<file path="config.mk">
export PLATFORM = sky130hd
export DESIGN_NAME = thread_scheduler
export DESIGN_NICKNAME = d
export VERILOG_FILES = /design/src/rtl/mips_core_pkg.sv /design/src/rtl/thread_quantum_timer.sv /design/src/rtl/thread_scheduler.sv
export SDC_FILE = /design/constraint.sdc
export NUM_CORES = 1
export LEC_CHECK = 0
export ABC_AREA = 1
export BUFFER_PORTS_ARGS = -buffer_cell sky130_fd_sc_hd__buf_4
export CAP_MARGIN = 20
export CORE_ASPECT_RATIO = 1.5
export CORE_MARGIN = 2
export CORE_UTILIZATION = 35
export CTS_CLUSTER_SIZE = 40
export DETAILED_ROUTE_END_ITERATION = 12
export SKIP_CTS_REPAIR_TIMING = 1
export SYNTH_ARGS = -nofsm -noshare
export SYNTH_HDL_FRONTEND = slang
export SYNTH_HIERARCHICAL = 1
export SYNTH_SLANG_ARGS = --single-unit
</file>
<file path="constraint.sdc">
create_clock -name clk -period 4 [get_ports clk]
set_clock_uncertainty 0.05 [all_clocks]
set_input_delay 0.4 -clock clk [delete_from_list [all_inputs] [get_ports clk]]
set_output_delay 0.4 -clock clk [all_outputs]
set_load 0.02 [all_outputs]
</file>
<file path="src/rtl/mips_core_pkg.sv">
// Shared types for the multithreaded MIPS core: thread ids and scheduler states.
package mips_core_pkg;

    localparam int unsigned ADDR_WIDTH = 32;

    typedef logic ThreadId;

    typedef enum logic [1:0] {
        RUN      = 2'd0,
        DRAIN    = 2'd1,
        ALL_DONE = 2'd2
    } SchedState;

endpackage

</file>
<file path="src/rtl/thread_quantum_timer.sv">
// Run-length counter for the active thread; flags expiry on the last cycle of a quantum.
module thread_quantum_timer #(
    parameter int unsigned QUANTUM = 256
) (
    input  logic clk,
    input  logic rst,
    input  logic en,
    input  logic clr,
    output logic expire
);

    localparam int unsigned CW = (QUANTUM > 1) ? $clog2(QUANTUM) : 1;
    localparam logic [CW-1:0] LAST = CW'(QUANTUM - 1);

    logic [CW-1:0] count;

    // Saturates at LAST so a missed clear can never wrap back to zero.
    always_ff @(posedge clk) begin
        if (rst || clr) begin
            count <= '0;
        end else if (en && count != LAST) begin
            count <= count + CW'(1);
        end
    end

    assign expire = en && (count == LAST);

endmodule

</file>
<file path="src/rtl/thread_scheduler.sv">
// Two-thread coarse-grained scheduler: yields on miss/done (and quantum expiry when
// THREAD_QUANTUM_EN is defined), saves resume PCs and redirects fetch.
module thread_scheduler
    import mips_core_pkg::*;
#(
`ifdef THREAD_QUANTUM_EN
    parameter int unsigned QUANTUM = 256,
`endif
    parameter logic [ADDR_WIDTH-1:0] RESET_PC0    = 32'h0000_0000,
    parameter logic [ADDR_WIDTH-1:0] RESET_PC1    = 32'h0000_1000,
    parameter int unsigned           DRAIN_CYCLES = 3
) (
    input  logic                        clk,
    input  logic                        rst,
    input  logic                        miss_event,
    input  logic                        done_event,
    input  logic [ADDR_WIDTH-1:0]       switch_pc,
    output ThreadId                     thread_id,
    output logic                        thread_switch,
    output logic                        current_thread_done,
    output logic                        thread_0_done,
    output logic                        thread_1_done,
    output logic [1:0][ADDR_WIDTH-1:0]  thread_resume_pc,
    output logic                        load_pc_we,
    output logic [ADDR_WIDTH-1:0]       load_pc_new_pc
);

    SchedState  state;
    logic [3:0] drain_cnt;
    logic [1:0] done;
    logic       quantum_expire;
    logic       trigger;
    ThreadId    other;

    assign other   = ~thread_id;
    assign trigger = done_event | miss_event | quantum_expire;

`ifdef THREAD_QUANTUM_EN
    thread_quantum_timer #(
        .QUANTUM (QUANTUM)
    ) u_quantum (
        .clk    (clk),
        .rst    (rst),
        .en     (state == RUN),
        .clr    ((state == RUN) && trigger),
        .expire (quantum_expire)
    );
`else
    assign quantum_expire = 1'b0;
`endif

    always_ff @(posedge clk) begin
        if (rst) begin
            state            <= RUN;
            drain_cnt        <= '0;
            done             <= '0;
            thread_id        <= 1'b0;
            thread_switch    <= 1'b0;
            load_pc_we       <= 1'b0;
            load_pc_new_pc   <= RESET_PC0;
            thread_resume_pc <= {RESET_PC1, RESET_PC0};
        end else begin
            thread_switch <= 1'b0;
            load_pc_we    <= 1'b0;
            unique case (state)
                RUN: begin
                    if (trigger) begin
                        if (!done[other]) begin
                            thread_resume_pc[thread_id] <= switch_pc;
                            thread_id                   <= other;
                            load_pc_new_pc              <= thread_resume_pc[other];
                            load_pc_we                  <= 1'b1;
                            thread_switch               <= 1'b1;
                            if (done_event) begin
                                done[thread_id] <= 1'b1;
                            end
                            drain_cnt <= 4'(DRAIN_CYCLES - 1);
                            state     <= DRAIN;
                        end else if (done_event) begin
                            // Nothing left to switch to: retire the last thread.
                            done[thread_id] <= 1'b1;
                            state           <= ALL_DONE;
                        end
                    end
                end
                DRAIN: begin
                    if (drain_cnt == '0) begin
                        state <= RUN;
                    end else begin
                        drain_cnt <= drain_cnt - 4'd1;
                    end
                end
                ALL_DONE: begin
                end
                default: state <= RUN;
            endcase
        end
    end

    assign thread_0_done       = done[0];
    assign thread_1_done       = done[1];
    assign current_thread_done = done[thread_id];

endmodule

</file>
==> results.json <==
{
  "num_vias": 4354,
  "place.gp.congestion": 0.748,
  "crit_start": "thread_id",
  "clockRootBuffer": "clkbuf_16",
  "ioPinCount": 138,
  "power_density_nw_per_um2": 862,
  "clock_latency_ns": 0.34,
  "rsz0062_at_grt": "false",
  "portBuffers": 137,
  "p_leak_nw": 2.99,
  "finalSetupViolations": 0,
  "drt_wl_total_um": 12400,
  "netlist_instances": 699,
  "yosys.area_share.simple_pct": 33.8,
  "maxSlewHeadroom_pct": 35.3,
  "cp.required_ns": 4.22,
  "nFillCells": 1388,
  "worstSetupStartpointType": "register",
  "cts_tree": "done",
  "internal-power_w": 0.00280,
  "drt_iter0_drc": 283,
  "wl_met3_um": 590,
  "synthMuxAreaShare_pct": 0,
  "dp.final_hpwl_um": 8350,
  "p_sw_w": 0.00232,
  "ant_nets": 0,
  "worst-path-max-fanout": 33,
  "final.setup.tns_ns": 0,
  "slowest_stage": "inv_2",
  "clk_path_buf_depth": 2,
  "grt.total_usage_pct": 17.3,
  "first_global_vias": 3946,
  "holdWs_ns": 0.241,
  "critPathKind": "register to register",
  "synthAdderAreaFrac_pct": 0.541,
  "clk_pin_slew_ns": 0.07,
  "reg2reg_depth": 6,
  "clkPwrFrac_pct": 17.3,
  "syn2layout_area_growth_pct": 28.4,
  "finalCritPeriodShare_pct": 59.4,
  "finalHoldViolations": 0,
  "max-cap-violations": 0,
  "firstDrtPassIters": 4,
  "pwr-share-seq_pct": 33.4,
  "comb_power_share_pct": 49.4,
  "grt_pass1_wl_um": 19800,
  "die_w_um": 97.9,
  "worstSetupEndpoint": "load_pc_new_pc[20]",
  "min_period_ns": 2.38,
  "rrSetupSlack_ns": 1.62,
  "min_path_type": "primary input to register",
  "finalCoreUtilization_pct": 45.9,
  "chipHeight_um": 145,
  "synth_compound_area_share_pct": 7.84,
  "outcome": "finished clean",
  "cp_slowest_stage_delay_ns": 0.67,
  "ys_types": 24,
  "overflow": 0,
  "wl_met1_um": 5050,
  "syn_area_per_cell_um2": 6.62,
  "netlist_area_um2": 4630,
  "yosysWarnings": 6,
  "numClockSinks": 106,
  "irDropWorstVdd_mv": 0.369,
  "final_net_count": 848,
  "grt_max_degree": 66,
  "slew_viol_final": 0,
  "syn_nets": 737,
  "drc": 0,
  "ys_ff_latch": 106,
  "routed.top_layer": "met4",
  "antenna_cells": 0,
  "netSwitchingFraction_pct": 45.3,
  "antenna_found_initial": 0,
  "layout-drive-gt1-share_pct": 20.6,
  "endpoint_kind": "register",
  "dieArea_um2": 14200,
  "synth-xor-area-share_pct": 0.189,
  "fmax_ghz": 0.421,
  "path_cells": "nand2_2, nand2_4, nand3_2, inv_2, nand2_1, a21oi_1",
  "r2r-end": "load_pc_new_pc[20]",
  "cts_inserted_buffers": 9,
  "cts_max_level": 3,
  "wire_per_inst_um": 12.7,
  "rows": 51,
  "r2r_start": "thread_id",
  "via_per_inst": 4.47,
  "synth_top_family_by_area": "simple AND/OR/NAND/NOR gates",
  "start_util_pct": 35.7,
  "tightestPinTransition_ns": 0.968,
  "arrival_ns": 2.60,
  "core-area_um2": 13000,
  "ys_seq_area_share_pct": 45.9,
  "wl_met2_um": 6630
}
-- state kept, by name, summed over array words and instances, names as in the netlist --
name / count
thread_resume_pc: 64
load_pc_new_pc: 32
drain_cnt: 4
done: 2
state: 2
load_pc_we: 1
thread_id: 1
-- how the worst min path moves through the flow --
stage | slack (ns) | from | cells after the start | end
floorplan | 0.41 | drain_cnt[1] | 2 | drain_cnt[1]
global placement | 0.41 | load_pc_new_pc[7] | 2 | load_pc_new_pc[7]
detailed placement | 0.41 | load_pc_new_pc[9] | 2 | load_pc_new_pc[9]
CTS | 0.23 | switch_pc[24] | 3 | thread_resume_pc[24]
global route | 0.24 | switch_pc[27] | 3 | thread_resume_pc[59]
finish | 0.24 | switch_pc[26] | 3 | thread_resume_pc[26]
-- area by class of cell --
type | count | area, µm² | area share, %
Timing Repair Buffer | 140 | 1050 | 17.7
Inverter | 80 | 303 | 5.10
Clock buffer | 10 | 229 | 3.85
Multi-Input combinational cell | 473 | 1970 | 33.2
Tap cell | 159 | 199 | 3.35
Clock inverter | 6 | 66.3 | 1.12
Sequential cell | 106 | 2120 | 35.7
-- placed cells by master, fill, tap and decap left out --
cell	Yosys	routed
nand2_2	3	3
nand2_4	1	1
nand3_2	1	1
inv_6	0	1
o21ai_0	33	33
nand4_4	1	2
inv_2	2	3
clkbuf_1	14	1
nor2_4	1	1
ha_1	2	2
dfxtp_1	106	105
dfxtp_2	0	1
inv_4	1	1
nand3_1	8	8
nand4_1	2	2
o21bai_1	1	1
buf_4	4	140
bufinv_16	0	1
a21oi_1	38	38
xnor2_1	1	1
clkinv_2	0	1
clkbuf_16	0	9
nand2_1	246	246
inv_1	76	76
nor2_1	134	134
clkinvlp_4	0	3
-- routing by layer --
layer  vias to the layer above  global-route usage (%)
met5                         -                       0
met3                         7                    3.12
met2                       101                    31.7
li1                       2313                       -
met1                      1933                    20.6
met4                         0                    5.04
-- cells by family after synthesis --
family	count (synthesis)
compound gates	72
simple gates	398
flops	106
buf+inv	120
fa+ha+maj	2
xor+xnor	1
-- cell usage after synthesis --
library cell	instances	share of area [%]
buf_6	8	1.9
inv_1	76	6.2
nand2_1	246	20
buf_4	4	0.65
nand3_1	8	0.87
nand2_2	3	0.41
nor2_1	134	11
nand4_4	1	0.46
o21bai_1	1	0.16
buf_2	14	1.5
clkbuf_1	14	1.1
nand4_2	1	0.27
xnor2_1	1	0.19
inv_4	1	0.14
nand3_2	1	0.22
inv_2	2	0.16
dfxtp_1	106	46
nor2_4	1	0.24
clkinv_1	1	0.081
ha_1	2	0.54
a21oi_1	38	4.1
nand4_1	2	0.27
o21ai_0	33	3.6
nand2_4	1	0.24
-- worst max-delay path: cells and delay by family, from the launching register on --
family,cells,cell delay [ns]
simple gates,4,0.76
buf+inv,1,0.67
flops,1,0.65
compound gates,1,0.16
-- stage by stage --
step	instances	total power [W]	cell area (µm²)	setup WS [ns]
after floorplan	699	0.00351	4630	2.35
after global placement	958	0.00428	5650	1.70
after detailed placement	958	0.00429	5650	1.62
after CTS	974	0.00519	5940	1.60
after global routing	974	0.00559	5940	1.38
final	974	0.00512	5940	1.62
-- power by group through the flow --
stage | Combinational (W) | Sequential, W | Clock [W]
2_1_floorplan | 0.00148 | 0.00203 | 0
5_1_grt | 0.00287 | 0.00175 | 0.000965
4_1_cts | 0.00257 | 0.00171 | 0.000912
3_3_place_gp | 0.00255 | 0.00174 | 0
6_report | 0.00253 | 0.00171 | 0.000883
3_5_place_dp | 0.00255 | 0.00174 | 0
Power figures use the tool's default switching activity.
